### config.mk
export PLATFORM = sky130hd
export DESIGN_NAME = jogo_sequencias_param
export DESIGN_NICKNAME = d
export VERILOG_FILES = /design/src/rtl/jogo_sequencias_param.sv
export SDC_FILE = /design/constraint.sdc
export NUM_CORES = 1
export LEC_CHECK = 0
export BUFFER_PORTS_ARGS = -buffer_cell sky130_fd_sc_hd__clkbuf_2
export CORE_MARGIN = 2
export CORE_UTILIZATION = 60
export CTS_CLUSTER_DIAMETER = 60
export DETAILED_ROUTE_END_ITERATION = 8
export GPL_TIMING_DRIVEN = 1
export PLACE_DENSITY = 0.77
export RECOVER_POWER = 25
export SLEW_MARGIN = 10
export SYNTH_ARGS = -nofsm -noshare
export SYNTH_HDL_FRONTEND = slang
export SYNTH_SLANG_ARGS = --single-unit
### constraint.sdc
create_clock -name clock -period 2.9 [get_ports clock]
set_clock_uncertainty 0.1 [all_clocks]
set_input_delay 0 -clock clock [delete_from_list [all_inputs] [get_ports clock]]
set_output_delay 0 -clock clock [all_outputs]
set_load 0.02 [all_outputs]
### src/rtl/jogo_sequencias_param.sv
// rtl/jogo_sequencias_param.sv - sequence memory game: LFSR-generated rounds, LED playback, player input, timeout
module jogo_sequencias_param #(
  parameter int          N_BOTOES       = 4,
  parameter int          PROFUNDIDADE   = 16,
  parameter int          TIMEOUT_CICLOS = 5000,
  parameter int          MOSTRA_CICLOS  = 500,
  parameter logic [15:0] SEMENTE        = 16'hACE1
) (
  input  logic                          clock,
  input  logic                          reset,
  input  logic                          jogar,
  input  logic                          modo,
  input  logic [N_BOTOES-1:0]           botoes,
  output logic [N_BOTOES-1:0]           leds,
  output logic                          pronto,
  output logic                          ganhou,
  output logic                          perdeu,
  output logic                          timeout,
  output logic [$clog2(PROFUNDIDADE):0] db_rodada,
  output logic [3:0]                    db_estado
);
  localparam int AW = $clog2(PROFUNDIDADE);
  localparam int RW = AW + 1;
  localparam int EW = $clog2(N_BOTOES);
  localparam int TW = $clog2(TIMEOUT_CICLOS + 1);
  localparam int MW = $clog2(MOSTRA_CICLOS + 1);

  localparam logic [3:0] S_INICIAL   = 4'd0;
  localparam logic [3:0] S_PREPARA   = 4'd1;
  localparam logic [3:0] S_GERA      = 4'd2;
  localparam logic [3:0] S_MOSTRA    = 4'd3;
  localparam logic [3:0] S_INTERVALO = 4'd4;
  localparam logic [3:0] S_ESPERA    = 4'd5;
  localparam logic [3:0] S_COMPARA   = 4'd6;
  localparam logic [3:0] S_PROXIMA   = 4'd7;
  localparam logic [3:0] S_GANHOU    = 4'd8;
  localparam logic [3:0] S_PERDEU    = 4'd9;
  localparam logic [3:0] S_ESGOTOU   = 4'd10;

  logic [3:0]          state_q, state_d;
  logic                modo_q;
  logic [15:0]         lfsr_q;
  logic [RW-1:0]       round_q;
  logic [AW-1:0]       addr_q;
  logic [MW-1:0]       cnt_q;
  logic [TW-1:0]       tmo_q;
  logic                pressed_q;
  logic [N_BOTOES-1:0] jogada_q;
  logic [EW-1:0]       mem_q [PROFUNDIDADE];

  logic [RW-1:0]       round_m1, limite;
  logic [EW-1:0]       elem;
  logic [N_BOTOES-1:0] alvo;
  logic                ultimo, fim_cnt, jogada, esgotou, inicia, fb;

  assign round_m1 = round_q - RW'(1);
  assign limite   = modo_q ? RW'(PROFUNDIDADE) : RW'(PROFUNDIDADE / 2);
  assign ultimo   = ({1'b0, addr_q} == round_m1);
  assign fim_cnt  = (cnt_q == MW'(MOSTRA_CICLOS - 1));
  assign esgotou  = (tmo_q == TW'(TIMEOUT_CICLOS - 1));
  assign jogada   = (state_q == S_ESPERA) && (|botoes) && !pressed_q;
  assign inicia   = jogar && (state_q == S_INICIAL || state_q == S_GANHOU ||
                              state_q == S_PERDEU  || state_q == S_ESGOTOU);
  assign elem     = EW'(lfsr_q[7:0] % 8'(N_BOTOES));
  assign fb       = lfsr_q[15] ^ lfsr_q[13] ^ lfsr_q[12] ^ lfsr_q[10];
  assign alvo     = N_BOTOES'(1) << mem_q[addr_q];

  always_comb begin
    state_d = state_q;
    case (state_q)
      S_INICIAL, S_GANHOU, S_PERDEU, S_ESGOTOU: if (inicia) state_d = S_PREPARA;
      S_PREPARA:   state_d = S_GERA;
      S_GERA:      state_d = S_MOSTRA;
      S_MOSTRA:    if (fim_cnt) state_d = S_INTERVALO;
      S_INTERVALO: if (fim_cnt) state_d = ultimo ? S_ESPERA : S_MOSTRA;
      // a move arriving on the timeout cycle takes precedence
      S_ESPERA: begin
        if (jogada)       state_d = S_COMPARA;
        else if (esgotou) state_d = S_ESGOTOU;
      end
      // alvo is one-hot, so any multi-bit move can never match it
      S_COMPARA: begin
        if (jogada_q != alvo) state_d = S_PERDEU;
        else if (ultimo)      state_d = S_PROXIMA;
        else                  state_d = S_ESPERA;
      end
      S_PROXIMA: state_d = (round_q == limite) ? S_GANHOU : S_GERA;
      default:   state_d = S_INICIAL;
    endcase
  end

  always_ff @(posedge clock) begin
    if (reset) begin
      state_q   <= S_INICIAL;
      modo_q    <= 1'b0;
      lfsr_q    <= SEMENTE;
      round_q   <= '0;
      addr_q    <= '0;
      cnt_q     <= '0;
      tmo_q     <= '0;
      pressed_q <= 1'b0;
      jogada_q  <= '0;
    end else begin
      state_q   <= state_d;
      pressed_q <= |botoes;
      case (state_q)
        S_INICIAL, S_GANHOU, S_PERDEU, S_ESGOTOU: begin
          if (inicia) begin
            modo_q  <= modo;
            lfsr_q  <= SEMENTE;
            round_q <= RW'(1);
            addr_q  <= '0;
            cnt_q   <= '0;
          end
        end
        S_GERA: begin
          lfsr_q <= {lfsr_q[14:0], fb};
          addr_q <= '0;
          cnt_q  <= '0;
        end
        S_MOSTRA: cnt_q <= fim_cnt ? '0 : cnt_q + MW'(1);
        S_INTERVALO: begin
          if (fim_cnt) begin
            cnt_q <= '0;
            if (ultimo) begin
              addr_q <= '0;
              tmo_q  <= '0;
            end else begin
              addr_q <= addr_q + AW'(1);
            end
          end else begin
            cnt_q <= cnt_q + MW'(1);
          end
        end
        S_ESPERA: begin
          if (jogada) jogada_q <= botoes;
          else        tmo_q    <= tmo_q + TW'(1);
        end
        S_COMPARA: begin
          tmo_q <= '0;
          if (!ultimo) addr_q <= addr_q + AW'(1);
        end
        S_PROXIMA: if (round_q != limite) round_q <= round_q + RW'(1);
        default: ;
      endcase
    end
  end

  // sequence memory is left unreset; a new game clears it
  always_ff @(posedge clock) begin
    if (!reset) begin
      if (inicia) begin
        for (int i = 0; i < PROFUNDIDADE; i++) mem_q[i] <= '0;
      end else if (state_q == S_GERA) begin
        mem_q[round_m1[AW-1:0]] <= elem;
      end
    end
  end

  always_comb begin
    leds = '0;
    if (state_q == S_MOSTRA)      leds = alvo;
    else if (state_q == S_ESPERA) leds = botoes;
  end

  assign ganhou    = (state_q == S_GANHOU);
  assign perdeu    = (state_q == S_PERDEU);
  assign timeout   = (state_q == S_ESGOTOU);
  assign pronto    = ganhou | perdeu | timeout;
  assign db_rodada = round_q;
  assign db_estado = state_q;
endmodule

# == Word level (Yosys, flattened, before mapping) ==
# Memory sizes are Yosys's and may differ from the RTL's. A register that Yosys moved wholly into a read port is not among the register bits.
# Cells that the tools add are included.
# word_totals
ff_bits,57
latchBits,0
ram_bits,32
rom_bits,0
in_bits,8
out_inout_bits,17
word_cells,112
memories,1
# op_classes
n_addsub,5
multipliers,0
div,0
order_cmp,0
n_eq_ne,24
shifts,1
muxes,42
n_bitwise,5
n_reduce_logical,25
# memory_table
name,depth,word_bits,read_ports,rd_ports_with_merged_regs,write_ports,line,text
mem_q,16,2,1,1,16,49,logic [EW-1:0] mem_q [PROFUNDIDADE];
# ops
operator,count
$mux 4,16
$mux 13,3
$pmux 13 s3,1
$pmux 16 s2,1
$pmux 4 s8,1
$pmux 9 s3,1
$mux 9,2
$eq 4x3->1 const B,4
$mux 16,1
$pmux 4 s4,1
$mux 5,3
$ne 2x2->1 const B,7
$add 13x1->13 const B,1
$eq 13x13->1 const B,1
$eq 4x4->1 const B,3
$reduce_and 4->1,3
$pmux 5 s2,1
$add 9x1->9 const B,1
$eq 9x9->1 const B,1
$eq 4x2->1 const B,2
$mux 1,8
$reduce_and 2->1,4
$reduce_or 4->1,2
$reduce_bool 3->1,2
other kinds (22),32

# == Logic depth before layout (Yosys ltp) ==
# depth
depth_word,10
depth_mapped,10
ltp_nobuf,9

# == Worst setup path before layout ==
# OpenSTA, ideal clock, no wires.
# synth_timing
kind,reg2reg
from,register round_q[0] (netlist: db_rodada[0])
to,register tmo_q[12]
setup_time_ns,0.115
arrival_ns,2.583
required_ns,2.685
path_slack_ns,0.102
stages_incl_launch_ff,10
n_path_buf,0
period_less_slack_ns,2.798
path_cell_list,dfxtp_1 > inv_1 > ha_1 > xor2_4 > o32a_4 > a211oi_4 > a31oi_4 > nor4b_4 > xnor2_1 > nor2_2
# synth_between
elab_chain_cells,4
# synth_lines
item,line,text
"start, declared",43,logic [RW-1:0] round_q;
"start signal, assigned",143,S_PROXIMA: if (round_q != limite) round_q <= round_q + RW'(1);
$sub 5x1->5,56,assign round_m1 = round_q - RW'(1);
$eq 4x5->1,58,"assign ultimo = ({1'b0, addr_q} == round_m1);"
$ne 2x2->1 (no source line),-,
$reduce_and 4->1 (no source line),-,
"end signal, assigned",137,else tmo_q <= tmo_q + TW'(1);
"end, declared",46,logic [TW-1:0] tmo_q;
# No other way between the ends.
# A chain may end at the register's enable or synchronous reset.

# == Worst setup path after layout ==
# layout_timing
from,register round_q[0] (netlist: db_rodada[0])
to,register tmo_q[9]
# The elaborated chain is that of the path after synthesis.

==> flow_summary.yaml <==
sta:
  max-slew-margin-rel_pct: 56.2
  hold_viol_final: 0
  timing.fmax_mhz: 370
  setup_tns_ns: 0
  slew_viol_final: 0
  rsz0062_at_grt: "false"
  period_share_pct: 93.2
  setup_violations: 0
  fin_ws_ns: 0.198
  period_minus_slack_ns: 2.70
  worst_slew_pin_slew_ns: 0.656
  hold_slack_ns: 0.104
finish:
  area_delta_synth_final_pct: 9.84
  drive_above_1_share_pct: 11.6
  regArea_sq_um: 2180
  instances_no_fill: 643
  layout.nets: 552
  antenna_cells: 0
  multi_input_area_sq_um: 2570
  fillers: 645
drt:
  drt_iter0_drc: 247
  num_vias: 3816
  routed_via_density: 5.93
  routedWlPerCell_microns: 16.2
  final_antenna_net_count: 0
  drc: 0
  dr.pass1.iters: 5
  drt_wl_total_mm: 10.4
critical_path:
  startpoint_type: "flop"
  crit_slowest_cell: "a211oi_4"
  crit_path_end: "tmo_q[9]$_SDFFE_PP0P_"
  worstPathArrival_ns: 2.85
  crit_family: "compound AO/OA/AOI/OAI gates"
  crit_path_max_fanout: 10
  reg2reg_slack_ns: 0.20
  cp_cell_sequence: "inv_1, ha_2, xor2_4, o32a_4, a211oi_4, a31oi_4, nor2_2, a21o_2, nor2_1"
  r2r_end: "tmo_q[9]$_SDFFE_PP0P_"
  cp.depth: 9
  cp_num_buf_inv: 1
  crit_path_end_kind: "flop"
  timing.rr.start: "db_rodada[0]$_SDFFE_PP0P_"
  cp.required_ns: 3.05
  cpPeakStageDelay_ns: 0.37
  startpoint: "db_rodada[0]$_SDFFE_PP0P_"
  path_class: "flop to flop"
  worst_r2r_path_depth: 9
clock_tree:
  cts_buffers: 9
  max-clock-path-buffers: 2
  clkLatencyLatePin_ns: 0.36
  clk_pin_slew_ns: 0.10
  cts_tree: "done"
  cts_root_buffer: "clkbuf_8"
  cts_sinks: 93
  cts_max_level: 3
pwr:
  ir_worst_vdd_mv: 0.440
  power_density_nw_per_um2: 504
  total_power_mw: 2.69
  p_leak_nw: 1.84
yosys:
  ys_ff_latch: 93
  yosysTopAreaCell: "dfxtp_1"
  async_flop_share_pct: 0
  synth_cell_types: 65
  synth_area_per_cell_sq_um: 9.70
  netlist_area_sq_um: 4870
  post-synth-top-count-cell: "nor2_1"
  synthesis.nets: 518
  synthCells: 502
  synthTopCellsByArea: "dfxtp_1, edfxtp_1, nor2_1"
  ys_warn_count: 0
  synth_edf_count: 32
  ys_seq_area_share_pct: 44.8
  synthTopCellsByCount: "nor2_1, dfxtp_1, and2_1"
  ys.flop_type: "dfxtp_1"
  synth_top_area_share_pct: 25.1
placed_design:
  pre_cts_ws_ns: 0.0430
  placedCellCount: 622
  portBuffers: 24
  dp_hpwl_mm: 7.41
  gp_congestion: 0.899
die:
  core_sq_um: 7810
  initial_core_util_pct: 62.4
  rows: 32
  die_area_sq_um: 8850
  num_io_pins: 25
  die_w_microns: 94.1
  die_height_microns: 94.1
flow_run:
  cap_violations: 0
hold_path:
  hold_path_startpoint: "reset"
  worstHoldPathType: "primary input to flop"
global_routing:
  grt_usage_pct: 24.4
  grt_overflow_total: 0
  grt_max_degree: 28
  grt_antenna_before_repair: 0
  grt_pass1_wl_mm: 17.0
  grt_pass1_vias: 3655
status:
  status: "complete, no violations"
## power breakdown
group	internal [mW]	switching, mW
clock	0.335	0.508
combinational	0.146	0.260
sequential	1.40	0.0414
total	1.89	0.810
## cells by family after synthesis
kind of cell               Yosys count  share of synthesized area [%]
AOI/OAI and AO/OA                   92                           13.9
xor gates and xnor gates            29                           5.89
adders and majority gates            8                           2.06
buffers and inverters               28                           2.47
DFF                                 93                           44.8
muxes                               23                           5.76
and+or+nand+nor                    229                           25.2
## through the flow
stage / util, % / area, sq um
after global routing: 68.5 / 5350
after detailed placement: 65.8 / 5130
final: 68.5 / 5350
after global placement: 65.8 / 5130
after floorplan: - / 4870
after CTS: 68.8 / 5370
## final cells by class
| cell class | count | area share [%] |
|---|---|---|
| Clock buffer | 9 | 2.32 |
| Multi-Input combinational cell | 381 | 48.1 |
| Sequential cell | 93 | 40.8 |
| Inverter | 7 | 0.491 |
| Timing Repair Buffer | 44 | 4.77 |
| Clock inverter | 7 | 1.17 |
| Tap cell | 102 | 2.39 |
## routing by layer
metal	track usage [%]	vias to the layer above	part of all wire, %
met4	7.97	0	1.5
li1	-	1879	-
met1	33.0	1814	46
met2	40.5	106	48
met5	0	-	0
met3	3.13	17	4.5
## cells in the final DEF, fill, tap and decap left out, types with 8 or more instances in the layout
master	n
clkbuf_2	14
nand2b_1	9
xnor2_1	15
nor3_1	23
edfxtp_1	32
a22o_1	8
mux2i_1	19
a21oi_1	15
a22oi_1	8
clkbuf_8	9
nand2_1	32
and2_1	31
nor2_1	64
clkbuf_1	14
nand3_1	10
o31ai_1	10
dfxtp_1	61
o21ai_0	18
xor2_1	12
buf_4	11
## timing repair
item	4_1_cts	5_1_grt
setup endpoints to repair	0	10
setup buffers	0	0
resized for setup	0	2
hold buffers	5	0
endpoints found under the hold margin	6	0
## registers in the layout, summed over array words and instances (netlist names), 4 cells and up, named ones only
name / cells
mem_q: 32
lfsr_q: 16
tmo_q: 13
cnt_q: 9
db_rodada: 5
addr_q: 4
db_estado: 4
jogada_q: 4
## how the worst min path moves through the flow
stage | to | depth (start not counted)
3_5_place_dp | modo_q$_SDFFE_PP0P_ | 3
3_3_place_gp | modo_q$_SDFFE_PP0P_ | 3
6_report | jogada_q[0]$_SDFFE_PP0P_ | 2
2_1_floorplan | jogada_q[0]$_SDFFE_PP0P_ | 2
5_1_grt | tmo_q[4]$_SDFFE_PP0P_ | 2
4_1_cts | tmo_q[4]$_SDFFE_PP0P_ | 2
No activity file was read; power rests on OpenSTA's default activity.
